`src/rtl/flash_audio_pkg.sv`:
```
// Shared definitions for the flash audio playback path.
//   state_t    : sequencer / reader state encoding
//   SAMPLE_W   : audio sample width (two samples per 32-bit flash word)
//   BYTEEN_ALL : full-word Avalon byte enable
//   DIR_FW/BW  : playback direction encodings
//   pick_half  : selects the upper or lower sample of a flash word
package flash_audio_pkg;

  typedef enum logic [2:0] {
    IDLE,
    REQ,
    WAIT_DATA,
    OUT1,
    WAIT2,
    OUT2
  } state_t;

  localparam int         SAMPLE_W   = 16;
  localparam logic [3:0] BYTEEN_ALL = 4'b1111;

  localparam logic DIR_FW = 1'b0;
  localparam logic DIR_BW = 1'b1;

  function automatic logic [SAMPLE_W-1:0] pick_half(input logic [31:0] word,
                                                    input logic        upper);
    return upper ? word[31:16] : word[15:0];
  endfunction

endpackage

```
`src/rtl/flash_avalon_reader.sv`:
```
// Single-word Avalon-MM read master.
//   start/addr          : begin one read at addr (accepted only when idle)
//   done                : one-cycle strobe, readdata is captured into data on this edge
//   data                : last word returned, held until the next read completes
//   read/address/byteenable/waitrequest/readdata/readdatavalid : Avalon-MM read port
// A read request is held until waitrequest drops; it is never withdrawn early.
module flash_avalon_reader
  import flash_audio_pkg::*;
#(
  parameter int ADDR_W = 23,
  parameter int DATA_W = 32
) (
  input  logic              clk,
  input  logic              reset,
  input  logic              start,
  input  logic [ADDR_W-1:0] addr,
  output logic              done,
  output logic [DATA_W-1:0] data,
  output logic              read,
  output logic [ADDR_W-1:0] address,
  output logic [3:0]        byteenable,
  input  logic              waitrequest,
  input  logic [DATA_W-1:0] readdata,
  input  logic              readdatavalid
);

  state_t            state_q, state_d;
  logic [ADDR_W-1:0] addr_q;
  logic [DATA_W-1:0] data_q;

  // NOTE: every signal driven here gets a default before the case; a path
  // that leaves one unassigned would infer a latch.
  always_comb begin
    state_d = state_q;
    done    = 1'b0;
    case (state_q)
      IDLE: if (start) state_d = REQ;
      REQ: begin
        if (!waitrequest) begin
          // Data may come back in the very cycle the request is accepted.
          if (readdatavalid) begin
            done    = 1'b1;
            state_d = IDLE;
          end else begin
            state_d = WAIT_DATA;
          end
        end
      end
      WAIT_DATA: begin
        if (readdatavalid) begin
          done    = 1'b1;
          state_d = IDLE;
        end
      end
      default: state_d = IDLE;
    endcase
  end

  // NOTE: registers are updated with <= so every flop samples pre-edge
  // values regardless of statement order.
  always_ff @(posedge clk) begin
    if (reset) begin
      state_q <= IDLE;
      addr_q  <= '0;
      data_q  <= '0;
    end else begin
      state_q <= state_d;
      if (start && state_q == IDLE) addr_q <= addr;
      if (done)                     data_q <= readdata;
    end
  end

  // A late readdatavalid after reset lands in IDLE and is ignored.
  assign read       = (state_q == REQ);
  assign address    = addr_q;
  assign byteenable = BYTEEN_ALL;
  assign data       = data_q;

endmodule

```
`src/rtl/flash_sample_sequencer.sv`:
```
// Flash-to-audio sample sequencer.
// Fetches one 32-bit word per pair of sample ticks and plays its two 16-bit
// halves in the direction latched at fetch time.
//   sample_tick/play_en/dir_bw/word_addr : playback control from the address controller
//   addr_step                            : pulse when both halves of a word are played
//   flash_mem_*                          : Avalon-MM read port to flash
//   audio_data/audio_valid               : sample register and its update strobe
//   sample_miss                          : sticky, set by a tick arriving while busy
module flash_sample_sequencer
  import flash_audio_pkg::*;
#(
  parameter int ADDR_W = 23,
  parameter int DATA_W = 32
) (
  input  logic                clk,
  input  logic                reset,
  input  logic                sample_tick,
  input  logic                play_en,
  input  logic                dir_bw,
  input  logic [ADDR_W-1:0]   word_addr,
  output logic                addr_step,
  output logic                flash_mem_read,
  output logic [ADDR_W-1:0]   flash_mem_address,
  output logic [3:0]          flash_mem_byteenable,
  input  logic                flash_mem_waitrequest,
  input  logic [DATA_W-1:0]   flash_mem_readdata,
  input  logic                flash_mem_readdatavalid,
  output logic [SAMPLE_W-1:0] audio_data,
  output logic                audio_valid,
  output logic                sample_miss
);

  state_t            state_q, state_d;
  logic              start;
  logic              rd_done;
  logic [DATA_W-1:0] rd_word;
  logic              dir_q;
  logic              miss_tick;

  flash_avalon_reader #(
    .ADDR_W(ADDR_W),
    .DATA_W(DATA_W)
  ) u_reader (
    .clk          (clk),
    .reset        (reset),
    .start        (start),
    .addr         (word_addr),
    .done         (rd_done),
    .data         (rd_word),
    .read         (flash_mem_read),
    .address      (flash_mem_address),
    .byteenable   (flash_mem_byteenable),
    .waitrequest  (flash_mem_waitrequest),
    .readdata     (flash_mem_readdata),
    .readdatavalid(flash_mem_readdatavalid)
  );

  always_ff @(posedge clk) begin
    if (reset) state_q <= IDLE;
    else       state_q <= state_d;
  end

  // The whole Avalon handshake (REQ and WAIT_DATA) is tracked here as REQ;
  // the reader reports completion through rd_done.
  always_comb begin
    state_d   = state_q;
    start     = 1'b0;
    miss_tick = 1'b0;
    case (state_q)
      IDLE: begin
        if (sample_tick && play_en) begin
          start   = 1'b1;
          state_d = REQ;
        end
      end
      REQ, WAIT_DATA: begin
        miss_tick = sample_tick;
        if (rd_done) state_d = OUT1;
      end
      OUT1: begin
        miss_tick = sample_tick;
        state_d   = WAIT2;
      end
      // Paused mid-word: the second half stays in the word register.
      WAIT2: if (sample_tick && play_en) state_d = OUT2;
      OUT2: begin
        miss_tick = sample_tick;
        state_d   = IDLE;
      end
      default: state_d = IDLE;
    endcase
  end

  always_ff @(posedge clk) begin
    if (reset) begin
      audio_data  <= '0;
      audio_valid <= 1'b0;
      addr_step   <= 1'b0;
      sample_miss <= 1'b0;
      dir_q       <= DIR_FW;
    end else begin
      audio_valid <= 1'b0;
      addr_step   <= 1'b0;
      if (start)     dir_q       <= dir_bw;
      if (miss_tick) sample_miss <= 1'b1;
      if (state_q == OUT1) begin
        audio_data  <= pick_half(rd_word, dir_q == DIR_BW);
        audio_valid <= 1'b1;
      end
      if (state_q == OUT2) begin
        audio_data  <= pick_half(rd_word, dir_q == DIR_FW);
        audio_valid <= 1'b1;
        addr_step   <= 1'b1;
      end
    end
  end

endmodule

```
`config.mk`:
```
export PLATFORM = sky130hd
export DESIGN_NAME = flash_sample_sequencer
export DESIGN_NICKNAME = d
export VERILOG_FILES = /design/src/rtl/flash_audio_pkg.sv /design/src/rtl/flash_avalon_reader.sv /design/src/rtl/flash_sample_sequencer.sv
export SDC_FILE = /design/constraint.sdc
export NUM_CORES = 1
export LEC_CHECK = 0
export ABC_AREA = 1
export CORE_MARGIN = 3
export CORE_UTILIZATION = 46
export CTS_CLUSTER_DIAMETER = 150
export DETAILED_ROUTE_END_ITERATION = 10
export HOLD_SLACK_MARGIN = 0.02
export PLACE_DENSITY = 0.79
export SYNTH_ARGS = -nofsm -noshare
export SYNTH_HDL_FRONTEND = slang
export SYNTH_SLANG_ARGS = --single-unit
```
`constraint.sdc`:
```
create_clock -name clk -period 2 [get_ports clk]
set_input_delay 0.4 -clock clk [delete_from_list [all_inputs] [get_ports clk]]
set_output_delay 0.4 -clock clk [all_outputs]
set_load 0.005 [all_outputs]
```
==> out/metrics.csv, run 1 <==
stage,metric,value,unit
run_status,status,"complete, no violations",
layout,drive_gt1_share,6.59,%
power,power.share.combinational,25.2,%
drt,detail_route.drc_violations,0,
grt,wire_length_of_the_first_global_routing_pass,14500,um
layout,layout_overhead_on_the_synthesized_area,38.5,%
power,cellPowerDensity,888,mW/mm^2
layout,layout.filler_cells,671,
grt,antenna_found_initial,0,
place,placed_cells,690,
yosys,synth_cells,506,
flow_run,maxCapViolations,0,
drt,totalWireLength,8920,um
layout,instances_no_fill,706,
grt,track_usage,20.9,%
sta,rsz0062_at_grt,no,
power,power_switching,0.00128,W
hold_path,worstHoldStart,sample_miss,
cts,cts_setup_buffers,0,
drt,route.detailed.wl_per_inst,12.6,um
hold_path,hp-class,flip-flop to flip-flop,
sta,setup_viol_count_final,0,
drt,vias_per_cell,4.94,
sta,final_max_slew_viol_count,0,
cts,cts-resized-gates,0,
drt,first_pass_iters,4,
grt,via_count_of_the_first_global_routing_pass,3282,
sta,finalSetupTns,0,ns
sta,fmax,525,MHz
die,die_area,0.00866,sq mm
die,start_util,47.8,%
cts,cts-buffers-inserted,9,
die,core_area,0.00729,sq mm
cts,cts_tree,built,
die,chipWidth,93.1,um
power,sw_frac_of_total,29.8,%
critical_path,setup.worst_path.class,flip-flop to output pin,
yosys,post_synthesis_sequential_area_ratio,45.9,%
drt,detailroute.via_count,3486,
power,cellLeakagePower,2.01,nW
cts,worst_setup_hold_path_clk_slew,0.08,ns
place,place.port_buffers,104,
die,num_rows,31,
critical_path,critical_path.startpoint,u_reader.state_q[1],
critical_path,setup.worst_path.end_class,output pin,
drt,drt_iter0_markers,212,
cts,insertion_delay,0.35,ns
critical_path,worst_setup_path_start_kind,flip-flop,
sta,fraction_of_the_cycle_the_final_worst_path_needs,95.2,%
yosys,netlist_area,0.00349,sq mm
grt,grt_max_degree,49,
cts,tritoncts_num_sinks,80,
place,globalplace.congestion,0.771,
yosys,yosys_register_bits,80,
critical_path,required,1.60,ns
die,pin_count,109,
power,share_clk_of_total_power,29.3,%
yosys,ys.warnings.count,0,
sta,period_needed,1.90,ns
cts,clk_root_buffer_cell,sky130_fd_sc_hd__clkbuf_8,
critical_path,worst_ep_arrival_time,1.50,ns
layout,final_net_count,667,
cts,htree_num_levels,3,
yosys,post_synth_num_cell_types,25,
grt,global_route.overflow_total,0,
layout,layout_commonest_cell,sky130_fd_sc_hd__nand2_1,
layout,antennaDiodeCount,0,
layout,highest_count_cells_in_the_layout_ignoring_fill_and_taps,"131 x sky130_fd_sc_hd__nand2_1, 104 x sky130_fd_sc_hd__clkdlybuf4s50_1, 82 x sky130_fd_sc_hd__o21ai_0",
drt,final_antenna_net_count,0,
sta,hold_ws,0.455,ns
cts,cts-root-to-sink-buffers,2,
power,power_frac_seq,45.6,%
die,chipHeight,93.1,um
yosys,synth.avg_cell_area,6.89,sq um
critical_path,worst_reg2reg_path_startpoint,u_reader.state_q[1],
sta,final.setup_skew,0.00866,ns
power,power_report.internal_total,0.00301,W
place,dp.final_hpwl,6170,um
sta,hold_viol,0,
critical_path,path_max_fanout,4,
cts,postCtsHoldBufs,0,
power,ir_worst_vdd,570,uV
[kinds of logic after synthesis]
family / Yosys count / share of synthesized area [%]
other cells: 1 / 0.108
fa+ha+maj: 3 / 1.08
compound gates: 112 / 16.3
flops: 80 / 45.9
simple gates: 241 / 27.8
buf+inv: 69 / 8.79
[metrics by stage]
step,total power [W],setup slack (ns),area (sq um),utilization [%]
5_1_grt,0.00455,0.0166,4830,66.2
4_1_cts,0.00432,0.0760,4830,66.2
2_1_floorplan,0.00258,0.520,3500,-
3_5_place_dp,0.00306,0.111,4610,63.3
3_3_place_gp,0.00302,0.165,4610,63.3
6_report,0.00429,0.0950,4830,66.2
[cells in the mapped netlist]
cell type | n | area [sq um]
sky130_fd_sc_hd__a21oi_1 | 21 | 105
sky130_fd_sc_hd__dfxtp_1 | 80 | 1600
sky130_fd_sc_hd__buf_1 | 2 | 7.51
sky130_fd_sc_hd__o21ai_1 | 7 | 35.0
sky130_fd_sc_hd__nand2_1 | 131 | 492
sky130_fd_sc_hd__nor2_2 | 1 | 6.26
sky130_fd_sc_hd__nand2_2 | 2 | 12.5
sky130_fd_sc_hd__clkbuf_1 | 14 | 52.6
sky130_fd_sc_hd__inv_1 | 31 | 116
sky130_fd_sc_hd__inv_2 | 5 | 18.8
sky130_fd_sc_hd__buf_8 | 1 | 15.0
sky130_fd_sc_hd__o21ai_0 | 82 | 410
sky130_fd_sc_hd__nand4_1 | 1 | 6.26
sky130_fd_sc_hd__conb_1 | 1 | 3.75
sky130_fd_sc_hd__o211ai_1 | 1 | 7.51
sky130_fd_sc_hd__a21boi_2 | 1 | 11.3
sky130_fd_sc_hd__buf_4 | 5 | 37.5
sky130_fd_sc_hd__ha_1 | 3 | 37.5
sky130_fd_sc_hd__buf_2 | 10 | 50.1
sky130_fd_sc_hd__nand3_1 | 22 | 110
sky130_fd_sc_hd__nor2_1 | 81 | 304
sky130_fd_sc_hd__clkinv_4 | 1 | 8.76
sky130_fd_sc_hd__nor3_4 | 1 | 16.3
sky130_fd_sc_hd__nand3_2 | 1 | 10.0
sky130_fd_sc_hd__nor2_4 | 1 | 11.3
[power groups by stage]
stage | Combinational [W] | Clock [W] | Sequential (W)
2_1_floorplan | 0.000606 | 0 | 0.00197
3_3_place_gp | 0.00104 | 0 | 0.00198
3_5_place_dp | 0.00108 | 0 | 0.00198
4_1_cts | 0.00108 | 0.00129 | 0.00195
5_1_grt | 0.00122 | 0.00136 | 0.00198
6_report | 0.00108 | 0.00126 | 0.00195
[metal layers]
metal | GRT usage, % | vias up | wire length [um]
met3 | 4.42 | 11 | 629
met4 | 8.67 | 0 | 135
met2 | 36.2 | 108 | 4450
met5 | 0 | - | 0
li1 | - | 1790 | -
met1 | 24.9 | 1577 | 3700
[registers in the layout (all words and copies together), names as in the netlist]
name and count:
audio_valid 1, u_reader.data 32, audio_data 16, u_reader.state_q 2, dir_q 1, sample_miss 1
addr_step 1, u_reader.address 23, state_q 3
[path summary, 6_finish.rpt]
path	to	slack [ns]	cells past startpoint
worst max register to register	u_reader.data[23]	0.51	8
worst max-delay path	flash_mem_read	0.1	3
worst min register to register	sample_miss	0.45	2
worst min-delay path	sample_miss	0.45	2
[critical path: stages (launching register included)]
cell,delay [ns]
sky130_fd_sc_hd__dfxtp_1,0.32
sky130_fd_sc_hd__inv_1,0.10
sky130_fd_sc_hd__ha_1,0.22
sky130_fd_sc_hd__clkdlybuf4s50_1,0.52
[cell type report]
cell class	count	area [sq um]	share of cell area, %
Sequential cell	80	1600	33.2
Multi-Input combinational cell	360	1590	32.9
Timing Repair Buffer	114	1150	23.9
Clock buffer	11	151	3.14
Inverter	37	144	2.98
Tap cell	99	124	2.57
Clock inverter	5	63.8	1.32
Power figures use the tool's default switching activity.
==> run 2: changes to the inputs <==
--- a/config.mk
+++ b/config.mk
@@ -11,7 +11,8 @@
 export CTS_CLUSTER_DIAMETER = 150
 export DETAILED_ROUTE_END_ITERATION = 10
 export HOLD_SLACK_MARGIN = 0.02
-export PLACE_DENSITY = 0.79
+export PLACE_DENSITY_LB_ADDON = 0.3
+export SLEW_MARGIN = 10
 export SYNTH_ARGS = -nofsm -noshare
 export SYNTH_HDL_FRONTEND = slang
 export SYNTH_SLANG_ARGS = --single-unit
==> constraint.sdc (replaced) <==
create_clock -name clk -period 1.94 [get_ports clk]
set_input_delay 0.388 -clock clk [delete_from_list [all_inputs] [get_ports clk]]
set_output_delay 0.388 -clock clk [all_outputs]
set_load 0.005 [all_outputs]
==> out/metrics.csv, run 2 (synthesis gave the netlist of run 1 again) <==
stage,metric,value,unit,change
critical_path,path_max_fanout,4,,unchanged
layout,antennaDiodeCount,0,,unchanged
cts,insertion_delay,0.35,ns,about the same
drt,detailroute.via_count,3485,,-0.029%
place,dp.final_hpwl,6080,um,-1.3%
place,place_worst_setup_slack,0.0239,ns,-0.0867 ns
layout,final_net_count,666,,-0.15%
cts,cts_setup_buffers,0,,unchanged
sta,finalSetupTns,0,ns,unchanged
critical_path,worst_setup_path_start_kind,flip-flop,,
sta,setup_viol_count_final,0,,unchanged
die,die_area,0.00866,sq mm,unchanged
drt,final_antenna_net_count,0,,unchanged
cts,tritoncts_num_sinks,80,,unchanged
grt,global_route.overflow_total,0,,unchanged
layout,layout_commonest_cell,sky130_fd_sc_hd__nand2_1,,
drt,first_pass_iters,5,,+1
place,place.port_buffers,104,,unchanged
grt,wire_length_of_the_first_global_routing_pass,14800,um,+2.3%
die,start_util,47.8,%,unchanged
layout,number_of_flip_flops_in_the_largest_register,32,,unchanged
die,chipHeight,93.1,um,unchanged
sta,final.setup_skew,0.0110,ns,+0.00234 ns
layout,layout_overhead_on_the_synthesized_area,38.8,%,
cts,clk_root_buffer_cell,sky130_fd_sc_hd__clkbuf_8,,
die,pin_count,109,,unchanged
sta,fmax,543,MHz,
sta,hold_viol,0,,unchanged
critical_path,worst_ep_arrival_time,1.45,ns,-0.05 ns
flow_run,maxCapViolations,0,,unchanged
grt,track_usage,21.4,%,+0.57 points
die,core_area,0.00729,sq mm,unchanged
critical_path,setup.worst_path.class,flip-flop to output pin,,
layout,fin_area,0.00484,sq mm,+0.21%
die,chipWidth,93.1,um,unchanged
drt,totalWireLength,9070,um,+1.8%
cts,cts-buffers-inserted,9,,unchanged
cts,htree_num_levels,3,,unchanged
critical_path,required,1.55,ns,-0.05 ns
sta,fraction_of_the_cycle_the_final_worst_path_needs,94.9,%,
drt,detail_route.drc_violations,0,,unchanged
cts,postCtsHoldBufs,0,,unchanged
die,num_rows,31,,unchanged
cts,cts_tree,built,,
cts,cts-resized-gates,0,,unchanged
power,cellLeakagePower,2.01,nW,about the same
hold_path,hp-class,flip-flop to flip-flop,,
sta,rsz0062_at_grt,no,,
layout,drive_gt1_share,6.60,%,+0.011 points
grt,grt_max_degree,49,,unchanged
critical_path,setup.worst_path.end_class,output pin,,
place,globalplace.congestion,0.864,,+12%
sta,finalWorstSetupSlack,0.0998,ns,+0.00481 ns
cts,worst_setup_hold_path_clk_slew,0.08,ns,about the same
run_status,status,"complete, no violations",,
grt,antenna_found_initial,0,,unchanged
drt,route.detailed.wl_per_inst,12.9,um,+1.9%
cts,cts-root-to-sink-buffers,2,,unchanged
place,place_area,0.00461,sq mm,-0.16%
drt,drt_iter0_markers,159,,-25%
drt,vias_per_cell,4.94,,+0.11%
grt,via_count_of_the_first_global_routing_pass,3356,,+2.3%
power,ir_worst_vdd,698,uV,+23%
layout,highest_count_cells_in_the_layout_ignoring_fill_and_taps,"131 x sky130_fd_sc_hd__nand2_1, 104 x sky130_fd_sc_hd__clkdlybuf4s50_1, 82 x sky130_fd_sc_hd__o21ai_0",,
power,cellPowerDensity,930,mW/mm^2,+4.8%
sta,final_max_slew_viol_count,0,,unchanged
layout,postLayoutCoreUtil,66.4,%,+0.14 points
sta,period_needed,1.84,ns,
## run 2: cell count changes in the layout (fill, tap and decap cells not counted), sizes merged
cell | before | now
bufinv | 1 | 2
clkbuf | 11 | 10
inv | 37 | 36
clkinv | 3 | 4
buf | 10 | 9
## run 2: per-layer routing
layer	routed length (um)	track usage, %
met3	718	7.00
met1	3850	25.7
met2	4360	35.6
met5	0	0
met4	144	8.18
## run 2: path summary, 6_finish.rpt
kind	start	to	slack, ns	cells after the start
worst min register to register	sample_miss	sample_miss	0.45	2
worst max-delay path	u_reader.state_q[1]	flash_mem_read	0.1	3
worst max register to register	state_q[1]	u_reader.address[14]	0.40	6
worst min-delay path	sample_miss	sample_miss	0.45	2
## run 2: through the flow
step                hold WS, ns  instances  power [W]
finish                    0.451        705    0.00450
global route              0.488        705    0.00477
CTS                       0.453        705    0.00451
detailed placement        0.440        689    0.00315
global placement          0.441        689    0.00311
floorplan                 0.439        509    0.00266
## run 2: cell type report
| type | instances | area [sq um] |
|---|---|---|
| Clock inverter | 6 | 82.6 |
| Inverter | 37 | 144 |
| Tap cell | 99 | 124 |
| Timing Repair Buffer | 113 | 1150 |
| Sequential cell | 80 | 1600 |
| Fill cell | 638 | 2450 |
| Clock buffer | 10 | 138 |
| Multi-Input combinational cell | 360 | 1600 |
## run 2: power breakdown
part	internal (W)	switching (W)
Sequential	0.00188	0.000133
Clock	0.000753	0.000599
Combinational	0.000552	0.000580
Total	0.00319	0.00131
## run 2: worst max-delay path, cell delays in order, from the launching register on
cell                              delay [ns]
sky130_fd_sc_hd__dfxtp_1                0.32
sky130_fd_sc_hd__inv_1                  0.12
sky130_fd_sc_hd__ha_4                   0.17
sky130_fd_sc_hd__clkdlybuf4s50_1        0.50
